## config.mk

```make
export PLATFORM = sky130hd
export DESIGN_NAME = mod_exp_ctrl_flat
export DESIGN_NICKNAME = d
export VERILOG_FILES = /design/src/rtl/mod_exp_if.sv /design/src/rtl/mod_exp_ctrl.sv /design/src/flat_wrapper.sv
export SDC_FILE = /design/constraint.sdc
export NUM_CORES = 1
export LEC_CHECK = 0
export BUFFER_PORTS_ARGS = -buffer_cell sky130_fd_sc_hd__buf_2
export CAP_MARGIN = 20
export CORE_MARGIN = 2
export CORE_UTILIZATION = 48
export DETAILED_ROUTE_END_ITERATION = 8
export GPL_ROUTABILITY_DRIVEN = 0
export GPL_TIMING_DRIVEN = 0
export PLACE_DENSITY = 0.86
export SLEW_MARGIN = 10
export SYNTH_ARGS = -nofsm -noshare
export SYNTH_HDL_FRONTEND = slang
export SYNTH_SLANG_ARGS = --single-unit
```

## constraint.sdc

```tcl
create_clock -name clk -period 2.09 [get_ports clk]
set_input_delay 0.209 -clock clk [delete_from_list [all_inputs] [get_ports clk]]
set_output_delay 0.209 -clock clk [all_outputs]
set_load 0.01 [all_outputs]
```

## src/rtl/mod_exp_if.sv

```systemverilog
// Request/response bundle for the modular-exponentiation controller, carrying
// both the host-side operation handshake and the multiplier request channel.
interface mod_exp_if #(
    parameter int WIDTH  = 8,
    parameter int EWIDTH = 8
) ();
    logic              start;
    logic [WIDTH-1:0]  base;
    logic [WIDTH-1:0]  mod;
    logic [EWIDTH-1:0] exp;
    logic              busy;
    logic              done;
    logic [WIDTH-1:0]  result;
    logic              error;
    logic              mul_start;
    logic [WIDTH-1:0]  mul_b;
    logic [WIDTH-1:0]  mul_d;
    logic [WIDTH-1:0]  mul_M;
    logic              mul_done;
    logic [WIDTH:0]    mul_z;

    // Environment side: issues operations and hosts the multiplier.
    modport master (
        output start, base, mod, exp, mul_done, mul_z,
        input  busy, done, result, error, mul_start, mul_b, mul_d, mul_M
    );

    // Controller side.
    modport slave (
        input  start, base, mod, exp, mul_done, mul_z,
        output busy, done, result, error, mul_start, mul_b, mul_d, mul_M
    );
endinterface

```

## src/rtl/mod_exp_ctrl.sv

```systemverilog
// Left-to-right square-and-multiply controller computing base^exp mod mod,
// delegating each modular product to an external interleaved multiplier.
module mod_exp_ctrl #(
    parameter int WIDTH  = 8,
    parameter int EWIDTH = 8,
    parameter int TMO    = 31
) (
    input  logic       clk,
    input  logic       rst_n,
    mod_exp_if.slave   io_bus
);
    localparam int KW = (EWIDTH > 1) ? $clog2(EWIDTH) : 1;
    localparam int CW = $clog2(TMO + 1);

    typedef enum logic [2:0] {
        IDLE, REDUCE, SQR_REQ, SQR_WAIT, MUL_REQ, MUL_WAIT, NEXT, FINISH
    } state_t;

    state_t            r_state;
    state_t            w_state_next;
    logic [WIDTH-1:0]  r_base;
    logic [WIDTH-1:0]  r_mod;
    logic [EWIDTH-1:0] r_exp;
    logic [KW-1:0]     r_k;
    logic [WIDTH-1:0]  r_acc;
    logic [CW-1:0]     r_cnt;
    logic [WIDTH-1:0]  r_result;
    logic              r_error;
    logic              w_fin_err;
    logic              w_timeout;
    logic              w_ovf;

    assign w_timeout = (r_cnt >= CW'(TMO - 1));
    assign w_ovf     = io_bus.mul_z[WIDTH];

    always_comb begin
        w_state_next = r_state;
        w_fin_err    = 1'b0;
        case (r_state)
            IDLE: begin
                if (io_bus.start) w_state_next = REDUCE;
            end
            REDUCE: begin
                if (r_mod == '0) begin
                    w_state_next = FINISH;
                    w_fin_err    = 1'b1;
                end else if (r_base < r_mod) begin
                    w_state_next = SQR_REQ;
                end
            end
            SQR_REQ: w_state_next = SQR_WAIT;
            SQR_WAIT: begin
                if (io_bus.mul_done) begin
                    if (w_ovf) begin
                        w_state_next = FINISH;
                        w_fin_err    = 1'b1;
                    end else if (r_exp[r_k]) begin
                        w_state_next = MUL_REQ;
                    end else begin
                        w_state_next = NEXT;
                    end
                end else if (w_timeout) begin
                    w_state_next = FINISH;
                    w_fin_err    = 1'b1;
                end
            end
            MUL_REQ: w_state_next = MUL_WAIT;
            MUL_WAIT: begin
                if (io_bus.mul_done) begin
                    w_state_next = w_ovf ? FINISH : NEXT;
                    w_fin_err    = w_ovf;
                end else if (w_timeout) begin
                    w_state_next = FINISH;
                    w_fin_err    = 1'b1;
                end
            end
            NEXT:    w_state_next = (r_k == '0) ? FINISH : SQR_REQ;
            FINISH:  w_state_next = IDLE;
            default: w_state_next = IDLE;
        endcase
    end

    always_ff @(posedge clk or negedge rst_n) begin
        if (!rst_n) begin
            r_state  <= IDLE;
            r_base   <= '0;
            r_mod    <= '0;
            r_exp    <= '0;
            r_k      <= '0;
            r_acc    <= '0;
            r_cnt    <= '0;
            r_result <= '0;
            r_error  <= 1'b0;
        end else begin
            r_state <= w_state_next;
            case (r_state)
                IDLE: begin
                    if (io_bus.start) begin
                        r_base  <= io_bus.base;
                        r_mod   <= io_bus.mod;
                        r_exp   <= io_bus.exp;
                        r_k     <= KW'(EWIDTH - 1);
                        r_acc   <= WIDTH'(1);
                        r_error <= 1'b0;
                    end
                end
                REDUCE: begin
                    // Anything mod 1 is 0, so the accumulator starts there.
                    if (r_mod == WIDTH'(1)) r_acc <= '0;
                    if (r_mod != '0 && r_base >= r_mod) r_base <= r_base - r_mod;
                end
                SQR_REQ, MUL_REQ: r_cnt <= CW'(1);
                SQR_WAIT, MUL_WAIT: begin
                    if (io_bus.mul_done) r_acc <= io_bus.mul_z[WIDTH-1:0];
                    else                 r_cnt <= r_cnt + CW'(1);
                end
                NEXT: begin
                    if (r_k != '0) r_k <= r_k - KW'(1);
                end
                default: ;
            endcase
            // Result and error are latched on FINISH entry so they are valid with done.
            if (w_state_next == FINISH && r_state != FINISH) begin
                r_error  <= w_fin_err;
                r_result <= w_fin_err ? '0 : r_acc;
            end
        end
    end

    assign io_bus.busy      = (r_state != IDLE) && (r_state != FINISH);
    assign io_bus.done      = (r_state == FINISH);
    assign io_bus.result    = r_result;
    assign io_bus.error     = r_error;
    assign io_bus.mul_start = (r_state == SQR_REQ) || (r_state == MUL_REQ);
    assign io_bus.mul_b     = r_acc;
    assign io_bus.mul_d     = (r_state == SQR_REQ || r_state == SQR_WAIT) ? r_acc : r_base;
    assign io_bus.mul_M     = r_mod;
endmodule

```

## src/flat_wrapper.sv

```systemverilog
// flat-port wrapper written by rule: the top's interface ports become plain ports
module mod_exp_ctrl_flat 
#(
    parameter int WIDTH  = 8,
    parameter int EWIDTH = 8,
    parameter int TMO    = 31
)
  (clk, rst_n, io_bus_start, io_bus_base, io_bus_mod, io_bus_exp, io_bus_mul_done, io_bus_mul_z, io_bus_busy, io_bus_done, io_bus_result, io_bus_error, io_bus_mul_start, io_bus_mul_b, io_bus_mul_d, io_bus_mul_M);
  mod_exp_if #(.WIDTH(WIDTH), .EWIDTH(EWIDTH)) io_bus_i ();
  input  logic clk;
  input  logic rst_n;
  input wire logic [$bits(io_bus_i.start)-1:0] io_bus_start;
  input wire logic [$bits(io_bus_i.base)-1:0] io_bus_base;
  input wire logic [$bits(io_bus_i.mod)-1:0] io_bus_mod;
  input wire logic [$bits(io_bus_i.exp)-1:0] io_bus_exp;
  input wire logic [$bits(io_bus_i.mul_done)-1:0] io_bus_mul_done;
  input wire logic [$bits(io_bus_i.mul_z)-1:0] io_bus_mul_z;
  output wire logic [$bits(io_bus_i.busy)-1:0] io_bus_busy;
  output wire logic [$bits(io_bus_i.done)-1:0] io_bus_done;
  output wire logic [$bits(io_bus_i.result)-1:0] io_bus_result;
  output wire logic [$bits(io_bus_i.error)-1:0] io_bus_error;
  output wire logic [$bits(io_bus_i.mul_start)-1:0] io_bus_mul_start;
  output wire logic [$bits(io_bus_i.mul_b)-1:0] io_bus_mul_b;
  output wire logic [$bits(io_bus_i.mul_d)-1:0] io_bus_mul_d;
  output wire logic [$bits(io_bus_i.mul_M)-1:0] io_bus_mul_M;
  assign io_bus_i.start = io_bus_start;
  assign io_bus_i.base = io_bus_base;
  assign io_bus_i.mod = io_bus_mod;
  assign io_bus_i.exp = io_bus_exp;
  assign io_bus_i.mul_done = io_bus_mul_done;
  assign io_bus_i.mul_z = io_bus_mul_z;
  assign io_bus_busy = io_bus_i.busy;
  assign io_bus_done = io_bus_i.done;
  assign io_bus_result = io_bus_i.result;
  assign io_bus_error = io_bus_i.error;
  assign io_bus_mul_start = io_bus_i.mul_start;
  assign io_bus_mul_b = io_bus_i.mul_b;
  assign io_bus_mul_d = io_bus_i.mul_d;
  assign io_bus_mul_M = io_bus_i.mul_M;
  mod_exp_ctrl #(.WIDTH(WIDTH), .EWIDTH(EWIDTH), .TMO(TMO)) u_core (.clk(clk), .rst_n(rst_n), .io_bus(io_bus_i));
endmodule
```

==> summary.md <==
| Metric | Value |
|---|---|
| Compound-gate portion of the synthesized area | `between 10% and 20%` |
| Clock-pin slew on the worst setup and hold paths | `0.10 ns` |
| Final setup vio count | `17` |
| CTS tree | `done` |
| Post-synth EDFFs | `0` |
| Mapped Area | `roughly 3000 um2` |
| Placed cell areas | `3550 um2` |
| Final worst slack | `-0.199 ns` |
| Count leader, synth | `nand2_1` |
| Worst-margin pin slew | `around 0.54 ns` |
| PwrDens | `around 1700 nW/um2` |
| Outcome | `complete, but fails checks` |
| Cell taking the most area after synthesis | `dfrtp_1` |
| # IOs | `between 70 and 80` |
| Crit path DAT | `2.49 ns` |
| Core Footprint | `between 5000 and 6000 um2` |
| Setup crit end kind | `flip-flop` |
| Drc violations | `0` |
| Worst-path maximum fanout | `5` |
| Switching share of power | `between 40 and 50%` |
| CTS Buffer Depth | `2` |
| Vias in the first global route | `2,761` |
| Total grt overflow | `0` |
| Mux cell area share after synthesis | `roughly 3.1%` |
| GRT Util Overall | `roughly a quarter` |
| Final ANT Viol Nets | `0` |
| YS warnings | `0` |
| Clock skew | `0.00727 ns` |
| Synth top area share | `a little over two fifths` |
| RSZ-0062 raised after global routing | `true` |
| Leading post-synthesis cells by cell area | `dfrtp_1 (43%), nand2_1 (10%), ha_1 (5.0%), o21ai_0 (3.8%), nor2_1 (2.7%)` |
| Seq pwr share | `~27%` |
| Largest net degree at the start of global routing | `34` |
| Worst Hold Class | `in -> reg` |
| Maxcap violations | `0` |
| Netlist cell types | `between 50 and 60` |
| DIE AREA | `6920 um2` |
| Final Cycle Share | `110%` |
| Via density | `5.75` |
| Data required, critical path | `around 2.3 ns` |
| Site row count | `28` |
| Tmin final | `2.29 ns` |
| Synthesized-area fraction occupied by xor and xnor cells | `just over 2%` |
| CP startpoint kind | `flip-flop` |
| Starting DRT DRC Count | `about 340` |
| Largest family of logic cells by synthesized area | `simple AND/OR/NAND/NOR gates` |
| Vias | `around 2.9k` |
| Main synth FF type | `dfrtp_1` |
| Clk Tree Root Cell | `clkbuf_8` |
| CTS Buf Count | `5` |
| Top post-synthesis cells by count | `nand2_1 (83), dfrtp_1 (52), o21ai_0 (23), nor2_1 (22), inv_1 (17)` |
| Power, Total | `0.00660 W` |
| Die H | `around 83 um` |
| First-pass GRT wire length | `roughly 14,000 um` |
| Worst Setup Path Type | `reg -> reg` |
| DR WL/cell | `17.7 um` |
| #FFs+latches synth | `between 50 and 60` |
| Final core occ | `65.2%` |
| Sw Pwr | `~0.0031 W` |
| TritonRoute pass-1 iters | `5` |
| Synth-to-layout area growth | `29.7%` |
| Syn Nets | `between 300 and 400` |
| Worst vdd ir | `around 1.1 mV` |
| Combinational share of power | `between 60% and 70%` |
| Final-report max-slew violation count | `0` |
| Async S/R FF share, synth | `between 90% and 100%` |
| Leak Pwr | `1.94 nW` |
| Clock latency on the worst-skew pair | `0.31 ns` |
| Failing checks | `negative setup slack` |
| Final Hold Vio Count | `0` |
| Post-Synthesis Cells | `between 300 and 400` |
| Area share of fa/ha/maj cells after synthesis | `under 10%` |
| Initial Util | `between 50% and 60%` |
| Internal | `about 0.0035 W` |
| Chip width | `83.2 um` |
| Share of cells above drive strength 1 | `a little over a third` |
| Post-Layout Inst Area | `around 4000 um2` |
| DPL Wire Length | `5640 um` |
| Mean Syn Cell Area | `9.15 um2` |
| Highest clock rate | `~440 MHz` |
| Buffers on Ports | `between 70 and 80` |
| Synth Area in Simple Gates | `about a fifth` |
| Filler cells | `460` |
| Clock sinks | `52` |
| Max-slew headroom | `between 60 and 70%` |
| Final wirelength | `~9000 um` |
| Hold_ws | `between 0.07 and 0.08 ns` |
| H-tree depth | `2` |
| Seq/Total Area, Yosys | `~43%` |
| Initial antenna violation count | `0` |
| Clock power frac | `a little over 9%` |
| Final Net Count | `473` |
| Diodes inserted | `0` |
-- path summary, 6_finish.rpt --
check | to | depth (start not counted) | from | slack, ns
max reg2reg | u_core.r_base[0] | 10 | u_core.io_bus.mul_M[0] | -0.20
max in group asynchronous | u_core.io_bus.result[2] | 3 | rst_n | 1.17
min | u_core.r_exp[6] | 3 | io_bus_exp[6] | 0.08
min reg2reg | u_core.r_exp[7] | 2 | u_core.r_exp[7] | 0.48
max | u_core.r_base[0] | 10 | u_core.io_bus.mul_M[0] | -0.20
min in group asynchronous | u_core.io_bus.mul_M[3] | 2 | rst_n | 0.37
-- cells in the final DEF, fill, tap and decap left out, drive strengths merged, types with 4 or more instances in the layout --
cell type | synthesis | layout
buf | 9 | 95
nand2 | 83 | 83
dfrtp | 52 | 52
o21ai | 33 | 34
nor2 | 24 | 24
a21oi | 17 | 17
inv | 17 | 17
ha | 12 | 12
a22o | 9 | 9
clkbuf | 4 | 9
a211oi | 6 | 6
nand2b | 5 | 5
mux2 | 5 | 5
nand4 | 4 | 4
nor2b | 4 | 4
xor2 | 4 | 4
-- power groups by stage --
stage	clock [W]	sequential, W	combinational (W)
5_1_grt	0.000654	0.00187	0.00448
6_report	0.000604	0.00181	0.00419
3_3_place_gp	0	0.00178	0.00324
4_1_cts	0.000599	0.00178	0.00369
3_5_place_dp	0	0.00180	0.00335
2_1_floorplan	0	0.00179	0.00241
-- layer usage --
metal  up-vias  track usage, %  routed length (um)  share of wire, %
met5         -               0                   0                 0
met4         0            5.96                 245               2.8
met3        24            4.47                 646               7.3
met2       174            41.6                4460                50
met1      1351            31.2                3490                39
li1       1321               -                   -                 -
-- cells by family (layout without fill, tap and decap cells) --
group / Yosys count / count (layout)
flops: 52 / 52
xor+xnor: 7 / 7
compound gates: 83 / 84
buf+inv: 30 / 124
mux: 7 / 7
fa+ha+maj: 13 / 13
simple gates: 137 / 137
-- per-stage QoR --
step                std cells  setup TNS [ns]  setup WS, ns
floorplan                 329          -0.121       -0.0346
global placement          476           -2.87        -0.203
detailed placement        477           -3.71        -0.243
CTS                       495           -2.33        -0.181
global route              499           -3.38        -0.241
finish                    499           -2.47        -0.199
-- worst max-delay path: stages, from the launching register on --
cell	delay, ns
dfrtp_2	0.44
ha_4	0.17
fa_2	0.34
nand2b_4	0.17
a211oi_4	0.22
or3_4	0.18
o32ai_4	0.08
buf_12	0.15
buf_8	0.12
a211oi_2	0.22
a21oi_1	0.08
-- state kept, by name, summed over array words and instances (netlist names) --
| signal | cells |
|---|---|
| u_core.io_bus.result | 8 |
| u_core.r_k | 3 |
| u_core.io_bus.error | 1 |
| u_core.r_cnt | 5 |
| u_core.r_base | 8 |
| u_core.io_bus.mul_b | 8 |
| u_core.r_exp | 8 |
| u_core.io_bus.mul_M | 8 |
| u_core.r_state | 3 |
-- final cells by class --
class | instances | area (um2) | share of cell area (%)
Buffer | 13 | 113 | 2.88
Clock inverter | 2 | 16.3 | 0.417
Tap cell | 75 | 93.8 | 2.40
Sequential cell | 52 | 1300 | 33.4
Clock buffer | 6 | 72.6 | 1.86
Timing Repair Buffer | 86 | 490 | 12.6
Inverter | 17 | 63.8 | 1.63
Multi-Input combinational cell | 248 | 1750 | 44.8
-- what timing repair did --
item	4_1_cts	5_1_grt
gates resized for setup	13	24
setup endpoints to repair	17	49
hold endpoints to repair	19	0
cloned	2	0
buffers inserted	7	4
hold buffers	1	0
pin swaps	7	5
No activity file was read; power rests on OpenSTA's default activity.
